==> config.mk <==
export PLATFORM = sky130hd
export DESIGN_NAME = fifo_ctrl
export DESIGN_NICKNAME = d
export VERILOG_FILES = /design/src/rtl/fifo_ctrl.sv
export SDC_FILE = /design/constraint.sdc
export NUM_CORES = 1
export LEC_CHECK = 0
export ABC_AREA = 1
export BUFFER_PORTS_ARGS = -buffer_cell sky130_fd_sc_hd__buf_2
export CORE_UTILIZATION = 50
export CTS_CLUSTER_SIZE = 20
export DETAILED_ROUTE_END_ITERATION = 7
export PLACE_DENSITY = 0.8
export SYNTH_ARGS = -nofsm -noshare
export SYNTH_HDL_FRONTEND = slang
export SYNTH_SLANG_ARGS = --single-unit
==> constraint.sdc <==
create_clock -name clk -period 3.15 [get_ports clk]
set_input_delay 0.315 -clock clk [delete_from_list [all_inputs] [get_ports clk]]
set_output_delay 0.315 -clock clk [all_outputs]
set_load 0.05 [all_outputs]
==> src/rtl/fifo_ctrl.sv <==
// Pointer, flag and write-enable sequencer for a single-clock FIFO whose
// storage array and read mux sit outside this block.
module fifo_ctrl #(
  parameter int DEPTH     = 8,
  parameter int ADDR_W    = 3,
  parameter int AF_THRESH = 6,
  parameter int AE_THRESH = 2
) (
  input  logic              clk,
  input  logic              rst,
  input  logic              wr_req,
  input  logic              rd_req,
  input  logic              err_clr,
  output logic              wr_en,
  output logic [ADDR_W-1:0] wr_addr,
  output logic [ADDR_W-1:0] rd_addr,
  output logic              rd_ack,
  output logic [ADDR_W:0]   count,
  output logic              full,
  output logic              empty,
  output logic              almost_full,
  output logic              almost_empty,
  output logic              overflow,
  output logic              underflow
);

  localparam logic [ADDR_W:0] FULL_CNT = (ADDR_W+1)'(DEPTH);
  localparam logic [ADDR_W:0] AF_CNT   = (ADDR_W+1)'(AF_THRESH);
  localparam logic [ADDR_W:0] AE_CNT   = (ADDR_W+1)'(AE_THRESH);

  logic [ADDR_W:0] wr_ptr_reg, rd_ptr_reg, count_reg, count_next;
  logic            overflow_reg, underflow_reg;
  logic            overflow_next, underflow_next;

  // Flags decode the registered occupancy, so they track the state after each edge.
  assign empty        = (count_reg == '0);
  assign full         = (count_reg == FULL_CNT);
  assign almost_full  = (count_reg >= AF_CNT);
  assign almost_empty = (count_reg <= AE_CNT);

  // A full FIFO still takes a push when a pop frees a slot on the same edge;
  // an empty FIFO never bypasses, so the pop is refused there.
  assign rd_ack = ~rst & rd_req & ~empty;
  assign wr_en  = ~rst & wr_req & (~full | rd_ack);

  assign wr_addr   = wr_ptr_reg[ADDR_W-1:0];
  assign rd_addr   = rd_ptr_reg[ADDR_W-1:0];
  assign count     = count_reg;
  assign overflow  = overflow_reg;
  assign underflow = underflow_reg;

  always_comb begin
    count_next = count_reg;
    case ({wr_en, rd_ack})
      2'b10:   count_next = count_reg + 1'b1;
      2'b01:   count_next = count_reg - 1'b1;
      default: count_next = count_reg;
    endcase
  end

  // A new error on the clearing edge keeps the flag set.
  assign overflow_next  = (wr_req & ~wr_en)  | (overflow_reg  & ~err_clr);
  assign underflow_next = (rd_req & ~rd_ack) | (underflow_reg & ~err_clr);

  always_ff @(posedge clk or posedge rst) begin
    if (rst) begin
      wr_ptr_reg    <= '0;
      rd_ptr_reg    <= '0;
      count_reg     <= '0;
      overflow_reg  <= 1'b0;
      underflow_reg <= 1'b0;
    end else begin
      wr_ptr_reg    <= wr_ptr_reg + {{ADDR_W{1'b0}}, wr_en};
      rd_ptr_reg    <= rd_ptr_reg + {{ADDR_W{1'b0}}, rd_ack};
      count_reg     <= count_next;
      overflow_reg  <= overflow_next;
      underflow_reg <= underflow_next;
    end
  end

  // Occupancy must always equal the pointer distance modulo 2*DEPTH.
  a_count_matches_ptrs : assert property (@(posedge clk) disable iff (rst)
    count_reg == (wr_ptr_reg - rd_ptr_reg));

endmodule

Yosys cells after proc, flatten, opt, wreduce, memory -nomap -nowiden

Index checks and enable logic that the tools add are counted.

Magnitude comparators: 2
Eq/ne operators: 3
Reductions and logical operators: 2
Muxes and demuxes: 1
$add $sub $neg: 4
Bitwise gates (word level): 17

Operators with widths:

| cell                  | number |
|---|---|
| $add A4 B1 Y4         | 2 |
| $and A1 B1 Y1         | 8 |
| $pmux W4 S2           | 1 |
| $not A1 Y1            | 6 |
| $add A4 B1 Y4 const B | 1 |
| $eq A4 B4 Y1 const B  | 1 |
| $ge A4 B3 Y1 const B  | 1 |
| $le A4 B2 Y1 const B  | 1 |
| $logic_not A4 Y1      | 1 |
| $sub A4 B1 Y4 const B | 1 |
| $or A1 B1 Y1          | 3 |
| $eq A2 B1 Y1 const B  | 1 |
| $eq A2 B2 Y1 const B  | 1 |
| $reduce_bool A2 Y1    | 1 |

Word-level logic and storage cells: 34
Bits in registers: 14

Longest topological paths before layout

Depth in word-level cells: 8
Gate-level depth with buffers: 13
Mapped depth without buffers: 13

Worst setup path after synthesis

Ideal clock, no wire load.

Path type: reg-to-output
From: register count_reg[1], in the netlist count[1]
To: output port almost_full
Required time: 2,835 ps
Setup slack: 878 ps
Cell stages (with the launch flop): 3
Data arrival time: 1,957 ps
Path through: dfrtp_1 > inv_1 > o21ai_0

Word-level cells in the longest chain between the ends: 1

Ends and longest elaborated chain:

| what                   | RTL line | text |
|---|---|---|
| start, declared        | 31       | `logic [ADDR_W:0] wr_ptr_reg, rd_ptr_reg, count_reg, count_next;` |
| start signal, assigned | 75       | `count_reg <= count_next;` |
| $ge A4 B3 Y1           | 38       | `assign almost_full = (count_reg >= AF_CNT);` |
| end, declared          | 21       | `output logic almost_full,` |

Every way passes these cells.

Final worst setup path

From: register count_reg[0], in the netlist count[0]
To: output port wr_en

Word-level cells in the longest chain between the ends: 5

Ends and longest elaborated chain:

| what              | RTL line | text |
|---|---|---|
| $logic_not A4 Y1  | 36       | `assign empty = (count_reg == '0);` |
| $not A1 Y1        | 43       | `assign rd_ack = ~rst & rd_req & ~empty;` |
| $and A1 B1 Y1     | 43       |  |
| $or A1 B1 Y1 (*)  | 44       | `assign wr_en = ~rst & wr_req & (~full \| rd_ack);` |
| $and A1 B1 Y1 (*) | 44       |  |
| end, declared     | 14       | `output logic wr_en,` |

Mark *: on every way between the ends. The rest lies on a longest branch, timed or not.

==> out/results.ini <==
[cells_and_area]
final_cell_mix=22 x buf_2, 17 x inv_1, 12 x dfrtp_1
final_area_um2=813.3
area_growth_pct=25.24
fill_cells=103
final_util_pct=70.35
seq_area_um2=300.3
drive_above_1_share_pct=35.79
largest_reg_flops=4
num_antenna_cells=0
final_nets=108
final_common_cell=buf_2
multiInputGateArea_um2=285.3

[routing]
drt_first_iter_violations=7
via_per_inst=4.817
drt_pass1_iterations=5
num_vias=525
drc=0
wire_per_inst_um=11.99
ant_nets=0
wirelength_um=1307

[placement]
numPortBuffers=22
place_congestion=0.8478
dp_hpwl_um=1102
post-place-ws_ns=1.374
placed_area_um2=777.0

[sta]
rsz0062_at_grt=no
clock.fmax_mhz=549.5
hold_viol=0
max_slew_margin_pct=70.57
tns_ns=0
tightest_slew_ns=0.4410
fin_ws_ns=1.330
drv_slew=0
setup_viol=0
clock_skew_ns=0.003515
fin_crit_ns=1.820
post-route-period-util_pct=57.77

[clocking]
cts_resized=0
cts_buffers=3
clk_pin_slew_ns=0.07
cts_setup_buffers=0
cts-root-buf=clkbuf_4
clock_sinks=12
cts-htree-levels=1
insertion_delay_ns=0.27
clockBufferDepth=2
tritoncts=done
postCtsHoldBufs=0

[logic_synthesis]
synth_nets=81
ys_types=17
synth_area_leaders=dfrtp_1 46%, ha_1 12%, inv_1 9.8%, nand2_1 4.6%, xor2_1 4.0%
synth_top_cell_area_share_pct=46.24
yosys.area.top_type=dfrtp_1
syn_inst=69
ys_warn_count=0
yosysSeqAreaShare_pct=46.24
ys_ff_latch=12
syn-cell-area_um2=649.4
avgSynthCellArea_um2=9.411

[floorplan]
die_h_um=38.04
core-area_um2=1156
io_pins=23
dieArea_um2=1447
start_util_pct=56.17
num_rows=12
die_x_um=38.04

[critical_path]
r2r_cells=12
cp_max_fo=5
critPathRequiredTime_ns=2.83
r2r_start=count[3]
rrSetupSlack_ns=1.37
critical_path_class=register to output port
end_kind=output port
rr_endpoint=count[3]
crit_path_end=wr_en
crit_start=count[0]
cp.arrival_ns=1.50
crit_path_start_kind=register

[global_route]
overflow=0
grt_pass1_wl_um=2063
grt_pass1_vias=460
grt_antenna_before_repair=0
grt_usage_pct=22.19
grt_max_degree=13

[status]
status=complete, no violations

[hold_path]
holdCritPathClass=input port to async pin

[job]
cap_viol_max_count=0

-- area by class of cell --
cell class	instances	share of cell area [%]
flip-flops and latches	12	36.92
multi-input cells	40	35.08
repair buffers	22	13.54
inverters	17	7.846
clock buffers	4	4.462
well taps	14	2.154
-- synth_stat cells, drive strengths merged --
master and number:
nor2 5, inv 17, dfrtp 12, fa 1, xnor2 1, o21ai 4, a21o 1, ha 6
nand3 4, nand2 11, a21oi 2, o22ai 2, xor2 3
-- worst min-delay path by stage --
stage	startpoint	end	slack, ns	cells past startpoint
CTS	rst	overflow	0.07	2
global route	rst	overflow	0.1	2
global placement	rst	underflow	0.36	2
finish	rst	underflow	0.06	2
floorplan	rst	count[0]	0.18	1
detailed placement	rst	overflow	0.37	2
-- critical path: stages (launching register included) --
cell	delay (ns)
dfrtp_1	0.44
nor2_2	0.16
nand3_1	0.16
o21ai_1	0.17
inv_1	0.09
buf_2	0.21
-- per-layer routing --
layer,track usage [%],vias to the layer above,part of all wire (%)
met5,0,-,0
met4,10.71,0,0
met3,8.721,0,5.0
met2,36.86,21,52
met1,24.43,237,43
li1,-,267,-
-- stage by stage --
| step | hold slack (ns) | std cells |
|---|---|---|
| 4_1_cts | 0.06889 | 109 |
| 2_1_floorplan | 0.1797 | 69 |
| 3_3_place_gp | 0.3625 | 105 |
| 5_1_grt | 0.09788 | 109 |
| 6_report | 0.06069 | 109 |
| 3_5_place_dp | 0.3674 | 105 |
-- cell families after synthesis --
| kind of cell | synth area share (%) |
|---|---|
| compound gates | 7.707 |
| xor+xnor | 5.396 |
| fa+ha+maj | 14.64 |
| buf+inv | 9.826 |
| flops | 46.24 |
| simple gates | 16.19 |
Power is left out: the tool's default activity adds up to more than one toggle a clock period on the data nets, which glitch-free logic cannot reach.
